### src/rtl/cr16_pkg.sv
// Shared opcode, flag-index and reserved-opcode definitions for the CR16 pipelined datapath.
package cr16_pkg;

   typedef enum logic [3:0] {
      OP_ADD  = 4'd0,
      OP_ADDU = 4'd1,
      OP_ADDC = 4'd2,
      OP_SUB  = 4'd4,
      OP_CMP  = 4'd5,
      OP_AND  = 4'd6,
      OP_OR   = 4'd7,
      OP_XOR  = 4'd8,
      OP_NOT  = 4'd9,
      OP_LSH  = 4'd10,
      OP_ASHU = 4'd11,
      OP_MOV  = 4'd12
   } opcode_e;

   localparam logic [3:0] OP_RSVD = 4'd3;

   // bit positions inside the {C, L, F, Z, N} status vector
   localparam int FLAG_C = 4;
   localparam int FLAG_L = 3;
   localparam int FLAG_F = 2;
   localparam int FLAG_Z = 1;
   localparam int FLAG_N = 0;

endpackage

### src/rtl/cr16_alu.sv
// Combinational CR16 ALU: result, {C,L,F,Z,N} flags, flag-update enable and write-back permission.
module cr16_alu
   import cr16_pkg::*;
#(
   parameter int DATA_WIDTH = 16
) (
   input  logic [3:0]            opcode,
   input  logic [DATA_WIDTH-1:0] a,
   input  logic [DATA_WIDTH-1:0] b,
   input  logic                  cin,
   output logic [DATA_WIDTH-1:0] result,
   output logic [4:0]            flags,
   output logic                  flag_en,
   output logic                  wb_ok
);

   localparam int MSB = DATA_WIDTH - 1;

   logic                  cin_eff;
   logic [DATA_WIDTH:0]   sum;
   logic [DATA_WIDTH:0]   diff;
   logic [DATA_WIDTH-1:0] amt;
   logic                  big;
   logic [DATA_WIDTH-1:0] shl;
   logic [DATA_WIDTH-1:0] shr_l;
   logic [DATA_WIDTH-1:0] shr_a;

   assign cin_eff = (opcode == OP_ADDC) & cin;
   assign sum     = {1'b0, a} + {1'b0, b} + {{DATA_WIDTH{1'b0}}, cin_eff};
   // top bit of the widened difference is the borrow
   assign diff    = {1'b0, a} - {1'b0, b};

   // B is a signed shift count; magnitudes of DATA_WIDTH or more saturate
   assign amt   = b[MSB] ? (~b + 1'b1) : b;
   assign big   = amt >= DATA_WIDTH'(DATA_WIDTH);
   assign shl   = big ? '0 : (a << amt);
   assign shr_l = big ? '0 : (a >> amt);
   assign shr_a = big ? {DATA_WIDTH{a[MSB]}} : DATA_WIDTH'($signed(a) >>> amt);

   always_comb begin
      result  = '0;
      flags   = '0;
      flag_en = 1'b0;
      wb_ok   = 1'b1;
      case (opcode)
         OP_ADD, OP_ADDU, OP_ADDC: begin
            result         = sum[MSB:0];
            flag_en        = 1'b1;
            flags[FLAG_C]  = sum[DATA_WIDTH];
            flags[FLAG_F]  = (a[MSB] == b[MSB]) && (sum[MSB] != a[MSB]);
            flags[FLAG_Z]  = (sum[MSB:0] == '0);
            flags[FLAG_N]  = sum[MSB];
         end
         OP_SUB, OP_CMP: begin
            result         = diff[MSB:0];
            flag_en        = 1'b1;
            flags[FLAG_C]  = diff[DATA_WIDTH];
            flags[FLAG_F]  = (a[MSB] != b[MSB]) && (diff[MSB] != a[MSB]);
            flags[FLAG_Z]  = (diff[MSB:0] == '0);
            if (opcode == OP_CMP) begin
               flags[FLAG_N] = $signed(a) < $signed(b);
               flags[FLAG_L] = a < b;
               wb_ok         = 1'b0;
            end else begin
               flags[FLAG_N] = diff[MSB];
            end
         end
         OP_AND:  result = a & b;
         OP_OR:   result = a | b;
         OP_XOR:  result = a ^ b;
         OP_NOT:  result = ~a;
         OP_LSH:  result = b[MSB] ? shr_l : shl;
         OP_ASHU: result = b[MSB] ? shr_a : shl;
         OP_MOV:  result = b;
         default: wb_ok  = 1'b0;
      endcase
   end

endmodule

### src/rtl/pipelined_datapath.sv
// CR16 register file + ALU with execute/write-back pipe and valid/ready issue.
// CR16_DATAPATH_FORWARD_EN: bypass the pipe result to operands instead of stalling on a pending write.
module pipelined_datapath
   import cr16_pkg::*;
#(
   parameter int  DATA_WIDTH = 16,
   parameter int  REG_COUNT  = 16,
   localparam int SEL_W      = $clog2(REG_COUNT)
) (
   input  logic                  I_CLK,
   input  logic                  I_NRESET,
   input  logic                  I_ENABLE,
   input  logic                  I_VALID,
   output logic                  O_READY,
   input  logic [3:0]            I_OPCODE,
   input  logic [SEL_W-1:0]      I_REG_A_SELECT,
   input  logic [SEL_W-1:0]      I_REG_B_SELECT,
   input  logic                  I_IMMEDIATE_SELECT,
   input  logic [DATA_WIDTH-1:0] I_IMMEDIATE,
   input  logic                  I_WRITE_BACK,
   input  logic [SEL_W-1:0]      I_REG_DEST_SELECT,
   output logic [DATA_WIDTH-1:0] O_RESULT_BUS,
   output logic                  O_RESULT_VALID,
   output logic [4:0]            O_STATUS_FLAGS
);

   typedef struct packed {
      logic [DATA_WIDTH-1:0] result;
      logic [SEL_W-1:0]      dest;
      logic                  wb;
      logic                  valid;
   } pipe_t;

   pipe_t                                pipe;
   logic [REG_COUNT-1:0][DATA_WIDTH-1:0] rf;
   logic [4:0]                           flags;

   logic                  pipe_wr;
   logic                  hit_a;
   logic                  hit_b;
   logic                  accept;
   logic [DATA_WIDTH-1:0] opnd_a;
   logic [DATA_WIDTH-1:0] opnd_b;
   logic [DATA_WIDTH-1:0] rd_b;
   logic [DATA_WIDTH-1:0] alu_result;
   logic [4:0]            alu_flags;
   logic                  alu_flag_en;
   logic                  alu_wb_ok;

   // only operands actually consumed can collide with the pending write
   assign pipe_wr = pipe.valid & pipe.wb;
   assign hit_a   = pipe_wr && (pipe.dest == I_REG_A_SELECT) && (I_OPCODE != OP_MOV);
   assign hit_b   = pipe_wr && (pipe.dest == I_REG_B_SELECT) && !I_IMMEDIATE_SELECT;

`ifdef CR16_DATAPATH_FORWARD_EN
   assign opnd_a  = hit_a ? pipe.result : rf[I_REG_A_SELECT];
   assign rd_b    = hit_b ? pipe.result : rf[I_REG_B_SELECT];
   assign O_READY = I_ENABLE;
`else
   assign opnd_a  = rf[I_REG_A_SELECT];
   assign rd_b    = rf[I_REG_B_SELECT];
   assign O_READY = I_ENABLE & ~(hit_a | hit_b);
`endif

   assign opnd_b = I_IMMEDIATE_SELECT ? I_IMMEDIATE : rd_b;
   assign accept = I_VALID & O_READY;

   cr16_alu #(.DATA_WIDTH(DATA_WIDTH)) u_alu (
      .opcode  (I_OPCODE),
      .a       (opnd_a),
      .b       (opnd_b),
      .cin     (flags[FLAG_C]),
      .result  (alu_result),
      .flags   (alu_flags),
      .flag_en (alu_flag_en),
      .wb_ok   (alu_wb_ok)
   );

   always_ff @(posedge I_CLK or negedge I_NRESET) begin
      if (!I_NRESET) begin
         rf    <= '0;
         pipe  <= '0;
         flags <= '0;
      end else if (I_ENABLE) begin
         if (pipe_wr)
            rf[pipe.dest] <= pipe.result;
         if (accept) begin
            pipe <= '{result: alu_result, dest: I_REG_DEST_SELECT,
                      wb: I_WRITE_BACK & alu_wb_ok, valid: 1'b1};
            if (alu_flag_en)
               flags <= alu_flags;
         end else begin
            // result bus holds; only the valid marker drops
            pipe.valid <= 1'b0;
         end
      end
   end

   assign O_RESULT_BUS   = pipe.result;
   assign O_RESULT_VALID = pipe.valid;
   assign O_STATUS_FLAGS = flags;

endmodule

### config.mk
export PLATFORM = sky130hd
export DESIGN_NAME = pipelined_datapath
export DESIGN_NICKNAME = d
export VERILOG_FILES = /design/src/rtl/cr16_pkg.sv /design/src/rtl/cr16_alu.sv /design/src/rtl/pipelined_datapath.sv
export SDC_FILE = /design/constraint.sdc
export NUM_CORES = 1
export LEC_CHECK = 0
export CORE_MARGIN = 5
export CORE_UTILIZATION = 52
export CTS_BUF_LIST = sky130_fd_sc_hd__clkbuf_2
export DETAILED_ROUTE_END_ITERATION = 16
export PLACE_DENSITY = 0.69
export SYNTH_ARGS = -nofsm -noshare
export SYNTH_HDL_FRONTEND = slang
export SYNTH_HIERARCHICAL = 1
export SYNTH_SLANG_ARGS = --single-unit
### constraint.sdc
create_clock -name I_CLK -period 6 [get_ports I_CLK]
set_clock_uncertainty 0.2 [all_clocks]
set_input_delay 1.5 -clock I_CLK [delete_from_list [all_inputs] [get_ports I_CLK]]
set_output_delay 1.5 -clock I_CLK [all_outputs]
set_load 0.01 [all_outputs]
* Word-level counts from Yosys, hierarchy flattened
Index checks and enable logic that the tools add are counted.
Word-level totals: flip-flop bits (word level) 283, bits of input ports 38, output and inout bits 23, logic and storage cells 107
Cells by class: add/sub/neg operators 4, $lt $le $gt $ge 7, equal/unequal tests 18, shift-type cells 3, multiplexer cells 24, bitwise gates (word level) 12, reductions and logical operators 18
Operator list (number):
- $bwmux 256 | 1
- $mux 16 | 10
- $pmux 16 s9 | 1
- $bmux 16 s4 | 2
- $demux 16 s4 | 1
- $logic_not 16->1 | 2
- $lt 16x16->1 | 2
- $not 16->16 | 2
- $eq 4x4->1 const B | 5
- $add 16x16->17 | 1
- $add 17x1->17 | 1
- $sub 16x16->17 | 1
- $add 16x1->16 const B | 1
- $and 16x16->16 | 1
- $eq 4x3->1 const B | 4
- $ge 16x5->1 const B | 1
- $or 16x16->16 | 1
- $shl 16x16->16 | 1
- $shr 16x16->16 | 1
- $sshr 16x16->16 | 1
- $xor 16x16->16 | 1
- $lt 4x5->1 const B | 3
- $reduce_or 10->1 | 1
- $eq 4x4->1 | 2
- 20 further kinds | 39

* Logic depth before layout (Yosys ltp)
word-level depth 10, mapped depth 20, gate-level depth less buffers 17

* Hierarchy
The synthesis kept the hierarchy.
Modules (own cells, without submodules):
- pipelined_datapath | times used 1, cells an instance 939, area an instance 15133.3 um^2, sequential area each 7081.8 um^2
- cr16_alu | times used 1, cells an instance 803, area an instance 5133.7 um^2, sequential area each 0.0 um^2

* Worst setup path before layout
OpenSTA, ideal clock, no wires.
kind input to register, from input port I_REG_B_SELECT[1], to register pipe, in the netlist O_RESULT_BUS[14], library setup time 0.125 ns, arrival time 6.103 ns, required time 5.675 ns, setup slack -0.429 ns, cell stages on the path 19, buffers on the path 3, cells stage by stage buf_2 > buf_1 > mux4_2 > mux2_2 > o22ai_1 > a21oi_1 > inv_2 > buf_1 > ha_1 > nand2b_1 > nor3_2 > or4_1 > a32o_2 > nor4_4 > nand2_2 > mux2i_1 > o32a_1 > or3_1 > mux2_4
Between the ends: cells in the longest elaborated chain, start to end 10, elaborated cells on any way between the ends 30, those cells by class add/sub: 4; order compare: 1; eq/ne: 1; shift: 3; mux: 10; bitwise: 8; reduce/logical: 3
RTL lines:
- start: declaration | line pipelined_datapath.sv:17 | input logic [SEL_W-1:0] I_REG_B_SELECT,
- $bmux 16 s4 * | line pipelined_datapath.sv:61 | assign rd_b = rf[I_REG_B_SELECT];
- $mux 16 (implied by the code) * | line pipelined_datapath.sv:61
- $mux 16 * | line pipelined_datapath.sv:65 | assign opnd_b = I_IMMEDIATE_SELECT ? I_IMMEDIATE : rd_b;
- via opnd_b[0] | line pipelined_datapath.sv:43 | logic [DATA_WIDTH-1:0] opnd_b;
- $not 16->16 | line cr16_alu.sv:34 | assign amt = b[MSB] ? (~b + 1'b1) : b;
- $add 16x1->16 | line cr16_alu.sv:34
- $mux 16 | line cr16_alu.sv:34
- $ge 16x5->1 (tied with other cells) | line cr16_alu.sv:35 | assign big = amt >= DATA_WIDTH'(DATA_WIDTH);
- $mux 16 (on tied branches) | line cr16_alu.sv:36, cr16_alu.sv:37, cr16_alu.sv:38
- $mux 16 (on tied branches) | line cr16_alu.sv:73, cr16_alu.sv:72
- $pmux 16 s9 * | line cr16_alu.sv:45 | case (opcode)
- via alu_result[14] | line pipelined_datapath.sv:45 | logic [DATA_WIDTH-1:0] alu_result;
- end signal: assignment | line pipelined_datapath.sv:88 | pipe <= '{result: alu_result, dest: I_REG_DEST_SELECT,
- end: declaration | line pipelined_datapath.sv:34 | pipe_t pipe;
The timed path passes the listed nets; every way through them passes the cells marked *. The select of a mux whose other input is x is not followed. A chain may end at the register's enable or synchronous reset.

* Final worst setup path
from input port I_REG_B_SELECT[0], to register flags[1], in the netlist O_STATUS_FLAGS[1]
Between the ends: elaborated cells on any way between the ends 17, those cells by class add/sub: 3; eq/ne: 1; mux: 4; bitwise: 4; reduce/logical: 5
RTL lines:
- $bmux 16 s4 * | line pipelined_datapath.sv:61
- $mux 16 (implied by the code) * | line pipelined_datapath.sv:61
- $mux 16 * | line pipelined_datapath.sv:65
- via opnd_b[13] | line pipelined_datapath.sv:43
- $add 16x16->17 | line cr16_alu.sv:29 | assign sum = {1'b0, a} + {1'b0, b} + {{DATA_WIDTH{1'b0}}, cin_eff};
- $add 17x1->17 | line cr16_alu.sv:29
- $logic_not 16->1 | line cr16_alu.sv:51 | flags[FLAG_Z] = (sum[MSB:0] == '0);
- $pmux 3 s2 * | line cr16_alu.sv:45
- via alu_flags[1] | line pipelined_datapath.sv:46 | logic [4:0] alu_flags;
- end signal: assignment | line pipelined_datapath.sv:91 | flags <= alu_flags;
- end: declaration | line pipelined_datapath.sv:36 | logic [4:0] flags;
Marked as above.

==> summary.txt <==
status - finished, final reports clean
period utilization - 95.3%
Seq/Total Area, Yosys - 34.9%
Starting Density - 52.4%
CTS buffer count - 75
Synth Cell Area - 0.0203 mm²
Via Count - 17200
largest net degree at the start of global routing - 127
post-DP HPWL - 49.9 mm
H-tree depth - 3
# rows - 72
postcts setup bufs - 0
RSZ-0062 raised after global routing - false
Synth area leaders - dfrtp_1, mux4_2, mux2_2, ha_1, mux2_4
Layout Nets - 2169
Boundary Pins - 61
layout cells sized above 1 - 45.9%
library cells used by synthesis - 89
area leader, netlist - dfrtp_1
vias in the first global route - 17800
Pwr Density - 328 mW/mm²
Max-Cap Viols - 0
IO buf count - 60
fillers - 3073
clk_lat worst skew - 1.03 ns
fmax - 0.175 GHz
GR Util met1 - 41.2%
WL/cell - 26.3 µm
Core Area - 0.0386 mm²
Period minus WS final - 5.72 ns
Hold-fix buffers, CTS - 0
synth warn - 6
DRT antenna net count - 0
DRC violations left - 0
crit start category - input port
syn nets - 1833
Final Hold Fails - 0
Worst VDD drop - 0.000215 V
required time worst endpoint - 6.79 ns
met2 usage - 51.1%
Worst EP arrival - 6.50 ns
FFs w/ async S/R, synth - 100%
CTS Sinks - 283
mean post-synth cell area - 11.6 µm²
global-route wire length before repair - 107 mm
Setup WS pre-CTS - -0.623 ns
Synth Register Bits - 283
Static Leak - 11.2 nW
prevailing post-synth register cell - dfrtp_1
relative slew slack - 19.4%
Die Span X - 207 µm
TritonCTS clock tree - built
vias per inst - 6.50
post-cts resize count - 0
fin worst setup slack - 0.285 ns
area share of the largest cell type after synthesis - 34.9%
final total power - 7.96 mW
GRT Max-Usage Layer - met2
root buffer cell - clkbuf_2
die height - 207 µm
met3 usage - 6.27%
type of destination of the critical path - flop
crit path launch - I_REG_B_SELECT[0]
FF-to-FF Start - rf[240]
Final Wtd Congestion - 0.968
wirelength, routed - 69.5 mm
Final Max Tran Viols - 0
Mapped Cells - 1742
Post-synth EDFFs - 0
total grt overflow - 0
CTS max path bufs - 3
gr usage total - 31.8%
Hold Path Class - reg -> reg
Max Fanout on Critical Path - 16
initial antenna violation count - 3
Least-Margin Pin Slew - 1.21 ns
Final Setup Violations - 0
Crit Path Class - in -> reg
Reg area - 0.00708 mm²
DR iter-0 viols - 1745
Layout area overhead - 19.9%
clock slew at reported path FFs - 0.15 ns
die area - 0.0430 mm²
multi-input logic area - 0.0122 mm²
length of the first detailed-routing pass in iterations - 5
hold_sp - O_STATUS_FLAGS[3]
-- where the power goes --
| part | switching, mW | internal, mW |
|---|---|---|
| logic | 1.72 | 1.89 |
| clock network | 0.847 | 0.654 |
| registers | 0.520 | 2.33 |
-- per-layer routing --
layer | part of all wire (%) | up-vias
met1 | 38 | 8699
met2 | 47 | 917
met3 | 8.6 | 232
met4 | 5.5 | 4
met5 | 0.049 | -
li1 | - | 7328
-- metrics by stage --
step	std cells	setup TNS [ns]	area, µm²	hold slack (ns)	util [%]
floorplan	1742	0	20300	0.291	-
global placement	2519	-6.09	23600	0.299	61.0
detailed placement	2519	-7.49	23600	0.303	61.0
CTS	2640	0	24300	0.328	62.8
global route	2642	0	24300	0.343	62.9
finish	2642	0	24300	0.327	62.9
-- registers in the layout (all words and copies together), names as in the netlist --
| signal | count |
|---|---|
| rf | 256 |
| pipe | 5 |
| O_RESULT_VALID | 1 |
| O_STATUS_FLAGS | 5 |
| O_RESULT_BUS | 16 |
-- logic make-up (layout without fill, tap and decap cells) --
logic type | Yosys count | after routing | share of synthesized area, %
adders and majority gates | 53 | 53 | 3.38
xor gates and xnor gates | 29 | 29 | 1.25
buffers and inverters | 219 | 599 | 5.14
muxes | 487 | 487 | 35.8
DFF | 283 | 283 | 34.9
and+or+nand+nor | 346 | 346 | 8.75
other | 0 | 2 | 0
AOI/OAI and AO/OA | 325 | 325 | 10.7
-- worst max-delay path: stages --
cell      delay (ns)
buf_4           0.27
buf_4           0.20
buf_4           0.32
mux4_2          0.55
mux2_2          0.29
o22ai_1         0.35
a21oi_1         0.19
inv_1           0.12
ha_1            0.33
a211oi_1        0.23
o311ai_0        0.16
or4_1           0.55
nor4_1          0.25
nand4_1         0.19
nor4_1          0.39
buf_4           0.20
a221oi_1        0.07
a21oi_1         0.16
mux2_2          0.17
-- layout by cell type, fill, tap and decap left out, types with 9 or more instances in the layout --
| cell | synthesis | routed |
|---|---|---|
| buf_4 | 28 | 337 |
| nor3_1 | 24 | 23 |
| a21oi_1 | 69 | 67 |
| clkbuf_2 | 0 | 97 |
| mux4_2 | 150 | 150 |
| nand2_1 | 96 | 96 |
| mux2_4 | 28 | 28 |
| mux2i_1 | 20 | 19 |
| clkinv_1 | 1 | 12 |
| o22ai_1 | 25 | 25 |
| a31oi_1 | 13 | 13 |
| inv_1 | 66 | 66 |
| nand3_1 | 24 | 24 |
| o21ai_0 | 74 | 74 |
| ha_1 | 50 | 50 |
| dfrtp_1 | 283 | 283 |
| a211oi_1 | 9 | 9 |
| clkdlybuf4s50_1 | 0 | 54 |
| a221oi_1 | 12 | 12 |
| o221ai_1 | 11 | 11 |
| nor4_1 | 14 | 14 |
| nand2b_1 | 16 | 16 |
| nand4_1 | 9 | 9 |
| buf_12 | 2 | 14 |
| nor2b_1 | 13 | 13 |
| nor2_1 | 86 | 85 |
| mux2_2 | 289 | 289 |
| o211ai_1 | 14 | 14 |
| xnor2_1 | 21 | 18 |
-- area by class of cell --
cell class                 instances  area share, %
antenna                            2         0.0206
multi-input combinational       1240           50.2
clock inverter                    24          0.968
inverter                          69           1.07
timing repair buffer             409           13.9
sequential                       283           29.1
tap                              518           2.67
clock buffer                      97           2.00
-- path summary, 6_finish.rpt --
check,endpoint,slack (ns),cells past startpoint
hold reg to reg,O_STATUS_FLAGS[3],0.33,1
setup / recovery,O_STATUS_FLAGS[1],0.28,19
min in group asynchronous,rf[144],0.38,1
hold / removal,O_STATUS_FLAGS[3],0.33,1
max in group asynchronous,rf[244],3.95,2
setup reg to reg,O_STATUS_FLAGS[1],0.82,20
-- synth_stat cells (7+ instances only) --
cell,n
mux2_2,289
dfrtp_1,283
mux4_2,150
nand2_1,96
nor2_1,86
o21ai_0,74
clkbuf_1,71
a21oi_1,69
inv_1,66
ha_1,50
buf_4,28
mux2_4,28
buf_2,26
o22ai_1,25
nand3_1,24
nor3_1,24
xnor2_1,21
mux2i_1,20
buf_1,17
nand2b_1,16
nor4_1,14
o211ai_1,14
a31oi_1,13
nor2b_1,13
a221oi_1,12
o221ai_1,11
a211oi_1,9
nand4_1,9
o21a_1,8
xor2_1,8
a21o_1,7
a22oi_1,7
o2111ai_1,7
or3_1,7
No activity file was read; power rests on OpenSTA's default activity.
